--- config.mk ---
export PLATFORM = sky130hd
export DESIGN_NAME = cart_port_sequencer_flat
export DESIGN_NICKNAME = d
export VERILOG_FILES = /design/src/rtl/cart_seq_pkg.sv /design/src/rtl/cart_port_sequencer_if.sv /design/src/rtl/sync_2ff.sv /design/src/rtl/cart_port_sequencer.sv /design/src/flat_wrapper.sv
export SDC_FILE = /design/constraint.sdc
export NUM_CORES = 1
export LEC_CHECK = 0
export BUFFER_PORTS_ARGS = -buffer_cell sky130_fd_sc_hd__buf_2
export CORE_MARGIN = 10
export CORE_UTILIZATION = 35
export CTS_BUF_LIST = sky130_fd_sc_hd__clkbuf_4 sky130_fd_sc_hd__clkbuf_8
export CTS_CLUSTER_SIZE = 24
export DETAILED_ROUTE_END_ITERATION = 10
export HOLD_SLACK_MARGIN = 0.02
export SETUP_SLACK_MARGIN = 0.2
export SLEW_MARGIN = 20
export SYNTH_ARGS = -nofsm -noshare
export SYNTH_HDL_FRONTEND = slang
export SYNTH_SLANG_ARGS = --single-unit
--- constraint.sdc ---
create_clock -name clk -period 1.85 [get_ports clk]
set_input_delay 0 -clock clk [delete_from_list [all_inputs] [get_ports clk]]
set_output_delay 0 -clock clk [all_outputs]
set_load 0.02 [all_outputs]
--- src/rtl/cart_seq_pkg.sv ---
`default_nettype none
// +--------------------------------------------------------------------------+
// | Module      : cart_seq_pkg                                               |
// | Description : Shared state enum, default phase timing and phase-counter  |
// |               width for the cartridge port sequencer.                    |
// | Revision    : 1.0 - initial release                                      |
// +--------------------------------------------------------------------------+
package cart_seq_pkg;

   localparam int unsigned c_def_setup_cycles  = 1;
   localparam int unsigned c_def_strobe_cycles = 2;
   localparam int unsigned c_def_hold_cycles   = 1;
   localparam int unsigned c_def_turn_cycles   = 1;
   localparam int unsigned c_cnt_w             = 4;

   typedef logic [c_cnt_w-1:0] cnt_t;

   typedef enum logic [2:0] {
      ST_IDLE   = 3'd0,
      ST_SETUP  = 3'd1,
      ST_STROBE = 3'd2,
      ST_HOLD   = 3'd3,
      ST_TURN   = 3'd4
   } seq_state_t;

   // Phases count down from length-1 to 0, so a 1..15 length always fits.
   function automatic cnt_t phase_load(input int unsigned cycles);
      return cnt_t'(cycles - 1);
   endfunction

endpackage
`default_nettype wire

--- src/rtl/cart_port_sequencer_if.sv ---
`default_nettype none
// +--------------------------------------------------------------------------+
// | Module      : cart_port_sequencer_if                                     |
// | Description : Request/response handshake and cartridge port pins of the  |
// |               sequencer. slave = sequencer side, master = requester/pins.|
// | Revision    : 1.0 - initial release                                      |
// +--------------------------------------------------------------------------+
interface cart_port_sequencer_if;
   logic       req_valid;
   logic       req_ready;
   logic       req_write;
   logic [7:0] req_data;
   logic       dir_to_port;
   logic [7:0] to_port;
   logic [7:0] from_port;
   logic       port_strobe;
   logic       rsp_valid;
   logic [7:0] rsp_data;

   modport slave (
      input  req_valid, req_write, req_data, from_port,
      output req_ready, dir_to_port, to_port, port_strobe, rsp_valid, rsp_data
   );

   modport master (
      output req_valid, req_write, req_data, from_port,
      input  req_ready, dir_to_port, to_port, port_strobe, rsp_valid, rsp_data
   );
endinterface
`default_nettype wire

--- src/rtl/sync_2ff.sv ---
`default_nettype none
// +--------------------------------------------------------------------------+
// | Module      : sync_2ff                                                   |
// | Description : Two-flop synchronizer for the asynchronous port read bus;  |
// |               only present in builds with CART_SEQ_SYNC_EN defined.      |
// | Revision    : 1.0 - initial release                                      |
// +--------------------------------------------------------------------------+
`ifdef CART_SEQ_SYNC_EN
module sync_2ff #(
   parameter int unsigned WIDTH = 8
) (
   input  logic             clk,
   input  logic             reset,
   input  logic [WIDTH-1:0] i_d,
   output logic [WIDTH-1:0] o_q
);
   logic [WIDTH-1:0] r_meta;
   logic [WIDTH-1:0] r_sync;

   always_ff @(posedge clk or posedge reset) begin
      if (reset) begin
         r_meta <= '0;
         r_sync <= '0;
      end else begin
         r_meta <= i_d;
         r_sync <= r_meta;
      end
   end

   assign o_q = r_sync;
endmodule
`endif
`default_nettype wire

--- src/rtl/cart_port_sequencer.sv ---
`default_nettype none
// +--------------------------------------------------------------------------+
// | Module      : cart_port_sequencer                                        |
// | Description : Setup/strobe/hold/turnaround sequencer for an 8-bit        |
// |               cartridge port. CART_SEQ_SYNC_EN adds a from_port          |
// |               synchronizer and stretches STROBE by two cycles.           |
// | Revision    : 1.0 - initial release                                      |
// +--------------------------------------------------------------------------+
module cart_port_sequencer
   import cart_seq_pkg::*;
#(
   parameter int unsigned SETUP_CYCLES  = c_def_setup_cycles,
   parameter int unsigned STROBE_CYCLES = c_def_strobe_cycles,
   parameter int unsigned HOLD_CYCLES   = c_def_hold_cycles,
   parameter int unsigned TURN_CYCLES   = c_def_turn_cycles
) (
   input  logic                  clk,
   input  logic                  reset,
   cart_port_sequencer_if.slave  bus
);

   logic [7:0] w_sample_src;

`ifdef CART_SEQ_SYNC_EN
   // Extra strobe cycles let the port value settle through the synchronizer.
   localparam logic [1:0] c_strobe_ext = 2'd2;

   sync_2ff #(
      .WIDTH (8)
   ) u_sync (
      .clk   (clk),
      .reset (reset),
      .i_d   (bus.from_port),
      .o_q   (w_sample_src)
   );
`else
   localparam logic [1:0] c_strobe_ext = 2'd0;

   assign w_sample_src = bus.from_port;
`endif

   seq_state_t r_state;
   cnt_t       r_cnt;
   logic [1:0] r_ext;
   logic       r_write;
   logic       r_ready;
   logic       r_dir;
   logic [7:0] r_to_port;
   logic       r_strobe;
   logic       r_rsp_valid;
   logic [7:0] r_rsp_data;

   always_ff @(posedge clk or posedge reset) begin
      if (reset) begin
         r_state     <= ST_IDLE;
         r_cnt       <= '0;
         r_ext       <= '0;
         r_write     <= 1'b0;
         r_ready     <= 1'b0;
         r_dir       <= 1'b0;
         r_to_port   <= 8'h00;
         r_strobe    <= 1'b0;
         r_rsp_valid <= 1'b0;
         r_rsp_data  <= 8'h00;
      end else begin
         r_rsp_valid <= 1'b0;
         case (r_state)
            ST_IDLE: begin
               r_ready <= 1'b1;
               if (bus.req_valid && r_ready) begin
                  r_ready   <= 1'b0;
                  r_write   <= bus.req_write;
                  r_dir     <= bus.req_write;
                  r_to_port <= bus.req_data;
                  r_cnt     <= phase_load(SETUP_CYCLES);
                  r_state   <= ST_SETUP;
               end
            end

            ST_SETUP: begin
               if (r_cnt != '0) begin
                  r_cnt <= r_cnt - 1'b1;
               end else begin
                  r_cnt    <= phase_load(STROBE_CYCLES);
                  r_ext    <= c_strobe_ext;
                  r_strobe <= 1'b1;
                  r_state  <= ST_STROBE;
               end
            end

            ST_STROBE: begin
               if (r_cnt != '0) begin
                  r_cnt <= r_cnt - 1'b1;
               end else if (r_ext != 2'd0) begin
                  r_ext <= r_ext - 1'b1;
               end else begin
                  // Last strobe edge: the port value is captured here.
                  if (!r_write) begin
                     r_rsp_data <= w_sample_src;
                  end
                  r_strobe <= 1'b0;
                  r_cnt    <= phase_load(HOLD_CYCLES);
                  r_state  <= ST_HOLD;
               end
            end

            ST_HOLD: begin
               if (r_cnt != '0) begin
                  r_cnt <= r_cnt - 1'b1;
               end else begin
                  r_dir     <= 1'b0;
                  r_to_port <= 8'h00;
                  if (r_write) begin
                     r_cnt   <= phase_load(TURN_CYCLES);
                     r_state <= ST_TURN;
                  end else begin
                     r_ready     <= 1'b1;
                     r_rsp_valid <= 1'b1;
                     r_state     <= ST_IDLE;
                  end
               end
            end

            ST_TURN: begin
               if (r_cnt != '0) begin
                  r_cnt <= r_cnt - 1'b1;
               end else begin
                  r_ready     <= 1'b1;
                  r_rsp_valid <= 1'b1;
                  r_state     <= ST_IDLE;
               end
            end

            default: begin
               r_cnt    <= '0;
               r_ext    <= '0;
               r_dir    <= 1'b0;
               r_strobe <= 1'b0;
               r_state  <= ST_IDLE;
            end
         endcase
      end
   end

   assign bus.req_ready   = r_ready;
   assign bus.dir_to_port = r_dir;
   assign bus.to_port     = r_to_port;
   assign bus.port_strobe = r_strobe;
   assign bus.rsp_valid   = r_rsp_valid;
   assign bus.rsp_data    = r_rsp_data;

endmodule
`default_nettype wire

--- src/flat_wrapper.sv ---
// flat-port wrapper written by rule: the top's interface ports become plain ports
module cart_port_sequencer_flat import cart_seq_pkg::*;
#(
   parameter int unsigned SETUP_CYCLES  = c_def_setup_cycles,
   parameter int unsigned STROBE_CYCLES = c_def_strobe_cycles,
   parameter int unsigned HOLD_CYCLES   = c_def_hold_cycles,
   parameter int unsigned TURN_CYCLES   = c_def_turn_cycles
)
  (clk, reset, bus_req_valid, bus_req_write, bus_req_data, bus_from_port, bus_req_ready, bus_dir_to_port, bus_to_port, bus_port_strobe, bus_rsp_valid, bus_rsp_data);
  cart_port_sequencer_if bus_i ();
  input  logic clk;
  input  logic reset;
  input wire logic [$bits(bus_i.req_valid)-1:0] bus_req_valid;
  input wire logic [$bits(bus_i.req_write)-1:0] bus_req_write;
  input wire logic [$bits(bus_i.req_data)-1:0] bus_req_data;
  input wire logic [$bits(bus_i.from_port)-1:0] bus_from_port;
  output wire logic [$bits(bus_i.req_ready)-1:0] bus_req_ready;
  output wire logic [$bits(bus_i.dir_to_port)-1:0] bus_dir_to_port;
  output wire logic [$bits(bus_i.to_port)-1:0] bus_to_port;
  output wire logic [$bits(bus_i.port_strobe)-1:0] bus_port_strobe;
  output wire logic [$bits(bus_i.rsp_valid)-1:0] bus_rsp_valid;
  output wire logic [$bits(bus_i.rsp_data)-1:0] bus_rsp_data;
  assign bus_i.req_valid = bus_req_valid;
  assign bus_i.req_write = bus_req_write;
  assign bus_i.req_data = bus_req_data;
  assign bus_i.from_port = bus_from_port;
  assign bus_req_ready = bus_i.req_ready;
  assign bus_dir_to_port = bus_i.dir_to_port;
  assign bus_to_port = bus_i.to_port;
  assign bus_port_strobe = bus_i.port_strobe;
  assign bus_rsp_valid = bus_i.rsp_valid;
  assign bus_rsp_data = bus_i.rsp_data;
  cart_port_sequencer #(.SETUP_CYCLES(SETUP_CYCLES), .STROBE_CYCLES(STROBE_CYCLES), .HOLD_CYCLES(HOLD_CYCLES), .TURN_CYCLES(TURN_CYCLES)) u_core (.clk(clk), .reset(reset), .bus(bus_i));
endmodule
== After elaboration in Yosys (flattened, before gate mapping) ==
Cells that the tools add are included.

* Flip-flop bits (word level): 30
* Input bits: 20
* Output and inout port bits: 20
* Logic and storage cells: 87

* Add/subtract/negate cells: 2
* Eq/ne operators: 15
* Mux-type cells: 38
* Bitwise logic cells: 5
* Reductions and logical operators: 17

{| class="wikitable"
|+ Operators by type and width
! cell !! count
|-
| $mux 4 || 7
|-
| $mux 3 || 7
|-
| $pmux 4 s5 || 1
|-
| $reduce_and 4->1 || 5
|-
| $mux 8 || 2
|-
| $pmux 8 s2 || 1
|-
| $pmux 3 s5 || 1
|-
| $ne 2x2->1 const B || 6
|-
| $mux 1 || 11
|-
| $pmux 1 s3 || 3
|-
| $eq 3x2->1 const B || 2
|-
| $mux 2 || 3
|-
| $ne 2x1->1 const B || 3
|-
| $pmux 2 s3 || 1
|-
| $reduce_and 3->1 || 2
|-
| $reduce_and 6->1 || 1
|-
| $reduce_or 3->1 || 2
|-
| $not 1->1 || 5
|-
| $reduce_bool 2->1 || 2
|-
| $reduce_bool 4->1 || 1
|-
| $sub 4x1->4 const B || 1
|-
| $eq 3x1->1 const B || 1
|-
| $eq 3x3->1 const B || 1
|-
| $logic_not 3->1 || 1
|-
| 7 further kinds || 7
|}

== Longest topological paths before layout ==
* Depth after elaboration: 4
* Depth in mapped cells: 7
* Gate-level depth less buffers: 6

== Worst setup path before layout ==
OpenSTA, ideal clock, no wires.

* Path type: register to register
* Start point: register u_core.r_cnt[0]
* End point: register u_core.r_cnt[1]
* Setup time: 0.125 ns
* Arrival time: 1.617 ns
* Required time: 1.725 ns
* Path slack: 0.108 ns
* Stages on the path, launching flop included: 7
* Path buffers: 1
* Clock period less this slack: 1.742 ns
* Path through: dfrtp_1 inv_1 ha_1 or3b_1 buf_2 o21ai_2 mux2_2

* Cells in the longest elaborated chain, start to end: 3
* Elaborated cells on any way between the ends: 11
* Those cells by class: add/sub: 1; eq/ne: 3; mux: 5; reduce/logical: 2

{| class="wikitable"
|+ Ends and longest elaborated chain
! element !! line !! source
|-
| start: declaration || cart_port_sequencer.sv:43 || <nowiki>cnt_t r_cnt;</nowiki>
|-
| start signal: assignment || cart_port_sequencer.sv:75 || <nowiki>r_cnt <= phase_load(SETUP_CYCLES);</nowiki>
|-
| start signal: assignment || cart_port_sequencer.sv:82 || <nowiki>r_cnt <= r_cnt - 1'b1;</nowiki>
|-
| start signal: assignment || cart_port_sequencer.sv:84 || <nowiki>r_cnt <= phase_load(STROBE_CYCLES);</nowiki>
|-
| $sub 4x1->4 / $reduce_bool 4->1 (equally long branches) || n/a ||
|-
| $mux 4 (tied with other cells) || cart_port_sequencer.sv:125 || <nowiki>if (r_cnt != '0) begin</nowiki>
|-
| $pmux 4 s5 / $reduce_and 4->1 (equally long branches) || n/a ||
|}

Several ways; a longest one is shown, not always the timed one. The select of a mux whose other input is x is not followed.
A chain may end at the register's enable or synchronous reset.

== Worst setup path in the final report ==
* Start point: register u_core.r_cnt[1]
* End point: register u_core.r_cnt[1]

The elaborated chain is that of the path after synthesis.

==> flow_metrics.py <==
metrics = {
    "hold_path": {
        "hp-class": "input port to flip-flop",
    },
    "critical_path": {
        "required_ps": 2020,
        "max_stage_delay_ps": 440,
        "startpoint_type": "flip-flop",
        "cp.arrival_ps": 1850,
        "critPathKind": "flip-flop to flip-flop",
        "path_max_fanout": 7,
        "path_cells": "inv_2, ha_4, or3b_4, a21oi_4, nor2_1, mux2_4",
        "worstSetupEndpointType": "flip-flop",
        "cpMaxStageDelayCell": "or3b_4",
    },
    "synth": {
        "syn-num-nets": 153,
        "synth.distinct_cells": 38,
        "synthArstFlopShare_pct": 100,
        "syn_inst": 130,
        "synth_ff_type": "dfrtp_1",
        "synth_area_sq_um": 1460,
        "syn_area_per_cell_sq_um": 11.2,
        "synth-seq-cells": 30,
        "synth_warnings": 0,
        "synth_edf_count": 0,
        "synth-seq-area-share_pct": 51.4,
    },
    "floorplanning": {
        "io_pins": 40,
        "die_x_microns": 84.6,
        "rows": 23,
        "die_h_microns": 84.6,
        "core_sq_um": 4030,
        "die_area_sq_um": 7160,
        "start_util_pct": 36.2,
    },
    "global_route": {
        "antenna_found_initial": 0,
        "grt_use_met1_pct": 11.5,
        "grt_overflow": 0,
        "grt_max_degree": 31,
        "grt_pass1_vias": 1513,
        "use_met3_pct": 5.31,
        "use_met2_pct": 19.9,
        "grt.busiest_layer": "met2",
        "grt.total_usage_pct": 11.5,
        "grt_pass1_wl_mm": 6.89,
    },
    "timing": {
        "fin_setup_tns_ps": 0,
        "rsz0062_at_grt": "true",
        "hold_viol": 0,
        "slew_headroom_pct": 75.5,
        "whs_ps": 193,
        "maxSlewViolCount": 0,
        "skew_ps": 7.53,
        "fin_crit_sh_pct": 90.7,
        "fmax_mhz": 596,
        "finalSetupViolations": 0,
        "worst_pin_slew_ps": 363,
        "period_needed_ps": 1680,
    },
    "detailed_routing": {
        "firstDrtPassIters": 4,
        "drt-initial-drc-count": 56,
        "drc": 0,
        "drtAntennaViolNets": 0,
        "wl_per_cell_microns": 15.3,
        "num_vias": 1308,
        "viasPerCell": 5.07,
        "drt_wl_total_mm": 3.95,
    },
    "layout": {
        "area_growth_pct": 49.6,
        "finalNonFillerCells": 258,
        "drive_gt1_share_pct": 46.6,
        "num-nets-final": 230,
        "diodes": 0,
    },
    "clock_tree": {
        "cts_buffers": 5,
        "htree_levels": 2,
        "clockRootBuffer": "clkbuf_8",
        "cts.sinks": 30,
        "cts_tree": "done",
        "clk_latency_ps": 280,
        "path_clk_slew_ps": 70,
        "clockBufferDepth": 2,
    },
    "power_and_ir_drop": {
        "power.density_nw_per_um2": 1740,
        "leakage_nw": 1.03,
        "finalPower_mw": 3.80,
        "vdd_drop_max_mv": 1.04,
        "swShare_pct": 41.1,
        "clkPwrFrac_pct": 14.6,
        "p_int_mw": 2.24,
        "power_frac_seq_pct": 31.2,
        "switchingPower_mw": 1.56,
        "combPwrFrac_pct": 54.3,
    },
    "status": {
        "status": "finished clean",
    },
    "placed_design": {
        "dp.cells": 223,
        "port_buffers": 39,
        "gp_congestion": 0.780,
        "dp_hpwl_mm": 2.67,
    },
    "flow_run": {
        "drv_cap": 0,
    },
}
==> kinds of logic (layout without fill, tap and decap cells) <==
logic type | Yosys count | in the layout | share of synthesized area [%]
and+or+nand+nor | 38 | 38 | 15.6
AOI/OAI and AO/OA | 35 | 35 | 17.5
DFF | 30 | 30 | 51.4
buffers and inverters | 12 | 90 | 4.03
muxes | 10 | 10 | 7.71
adders and majority gates | 3 | 3 | 2.57
xor gates and xnor gates | 2 | 2 | 1.20
==> worst paths after layout <==
check / startpoint / slack (ps) / endpoint / cells past startpoint
max: u_core.r_cnt[1]$_DFFE_PP0P_ / 170 / u_core.r_cnt[1]$_DFFE_PP0P_ / 6
min: bus_req_valid / 190 / u_core.r_write$_DFFE_PP0P_ / 3
max reg2reg: u_core.r_cnt[1]$_DFFE_PP0P_ / 170 / u_core.r_cnt[1]$_DFFE_PP0P_ / 6
min reg2reg: u_core.r_ext[0]$_DFFE_PP0P_ / 500 / u_core.r_ext[0]$_DFFE_PP0P_ / 1
max in group asynchronous: reset / 1200 / u_core.r_state[2]$_DFFE_PP0P_ / 4
min in group asynchronous: reset / 350 / u_core.bus.rsp_data[5]$_DFFE_PP0P_ / 4
==> final cells by class <==
| type | instances | area, sq um |
|---|---|---|
| Multi-Input combinational cell | 88 | 724 |
| Sequential cell | 30 | 754 |
| Timing Repair Buffer | 77 | 529 |
| Tap cell | 50 | 62.6 |
| Clock inverter | 2 | 12.5 |
| Inverter | 5 | 18.8 |
| Fill cell | 363 | 1840 |
| Clock buffer | 6 | 82.6 |
==> per-stage QoR <==
| step | setup WS (ps) | area (sq um) | utilization (%) |
|---|---|---|---|
| floorplan | 166 | 1490 | - |
| CTS | 153 | 2160 | 53.5 |
| finish | 172 | 2180 | 54.2 |
| global placement | 109 | 1780 | 44.2 |
| global route | 105 | 2180 | 54.2 |
| detailed placement | 4.59 | 1780 | 44.2 |
==> routing by layer <==
metal / part of all wire, % / wire length, microns / up-vias
met1: 39 / 1530 / 630
li1: - / - / 625
met5: 0 / 0 / -
met3: 9.2 / 362 / 8
met4: 1.8 / 73 / 0
met2: 50 / 1990 / 45
==> critical path: cells and delay by family, from the launching register on <==
| family | cells | cell delay, ps |
|---|---|---|
| adders and majority gates | 1 | 120 |
| and+or+nand+nor | 2 | 500 |
| muxes | 1 | 270 |
| buffers and inverters | 1 | 80 |
| DFF | 1 | 400 |
| AOI/OAI and AO/OA | 1 | 190 |
==> synthesized netlist by cell type (4+ instances only) <==
cell type / instances / share of area, %
dfrtp_1: 30 / 51
mux2_2: 10 / 7.7
a22o_1: 9 / 5.4
nand2_1: 9 / 2.3
nor2_1: 8 / 2.1
o21ai_0: 7 / 2.4
a21oi_1: 5 / 1.7
inv_1: 5 / 1.3
nor3_1: 4 / 1.4
==> what timing repair did <==
action                     CTS  global route
hold buffers                18             0
pin swaps                    3             3
resized for setup           11             8
buffers inserted             8             1
hold endpoints to repair    48             0
gates cloned                 0             0
setup endpoints to repair   21            22
==> power by group through the flow <==
stage	logic [mW]	clock network [mW]	registers (mW)
finish	2.06	0.553	1.18
floorplan	1.08	0	1.33
CTS	2.02	0.563	1.16
global route	2.24	0.596	1.23
detailed placement	1.77	0	1.16
global placement	1.71	0	1.15
==> state kept, by name, summed over array words and instances (netlist names) <==
| signal | count |
|---|---|
| u_core.bus.rsp_data | 8 |
| u_core.bus.to_port | 8 |
| u_core.r_cnt | 4 |
| u_core.r_state | 3 |
| u_core.r_ext | 2 |
| u_core.bus.dir_to_port | 1 |
| u_core.bus.port_strobe | 1 |
| u_core.bus.req_ready | 1 |
| u_core.bus.rsp_valid | 1 |
| u_core.r_write | 1 |
==> cell usage in the layout (no fill, tap or decap), types with 3 or more instances in the layout <==
| cell type | count |
|---|---|
| nand3_1 | 3 |
| dfrtp_1 | 27 |
| clkbuf_8 | 6 |
| buf_4 | 19 |
| o21ai_0 | 6 |
| nand2_1 | 9 |
| mux2_2 | 9 |
| a22o_1 | 9 |
| nor2_1 | 7 |
| inv_1 | 3 |
| a21oi_1 | 5 |
| dfrtp_2 | 3 |
| dlygate4sd3_1 | 18 |
| buf_2 | 39 |
(Power assumes the default switching activity.)
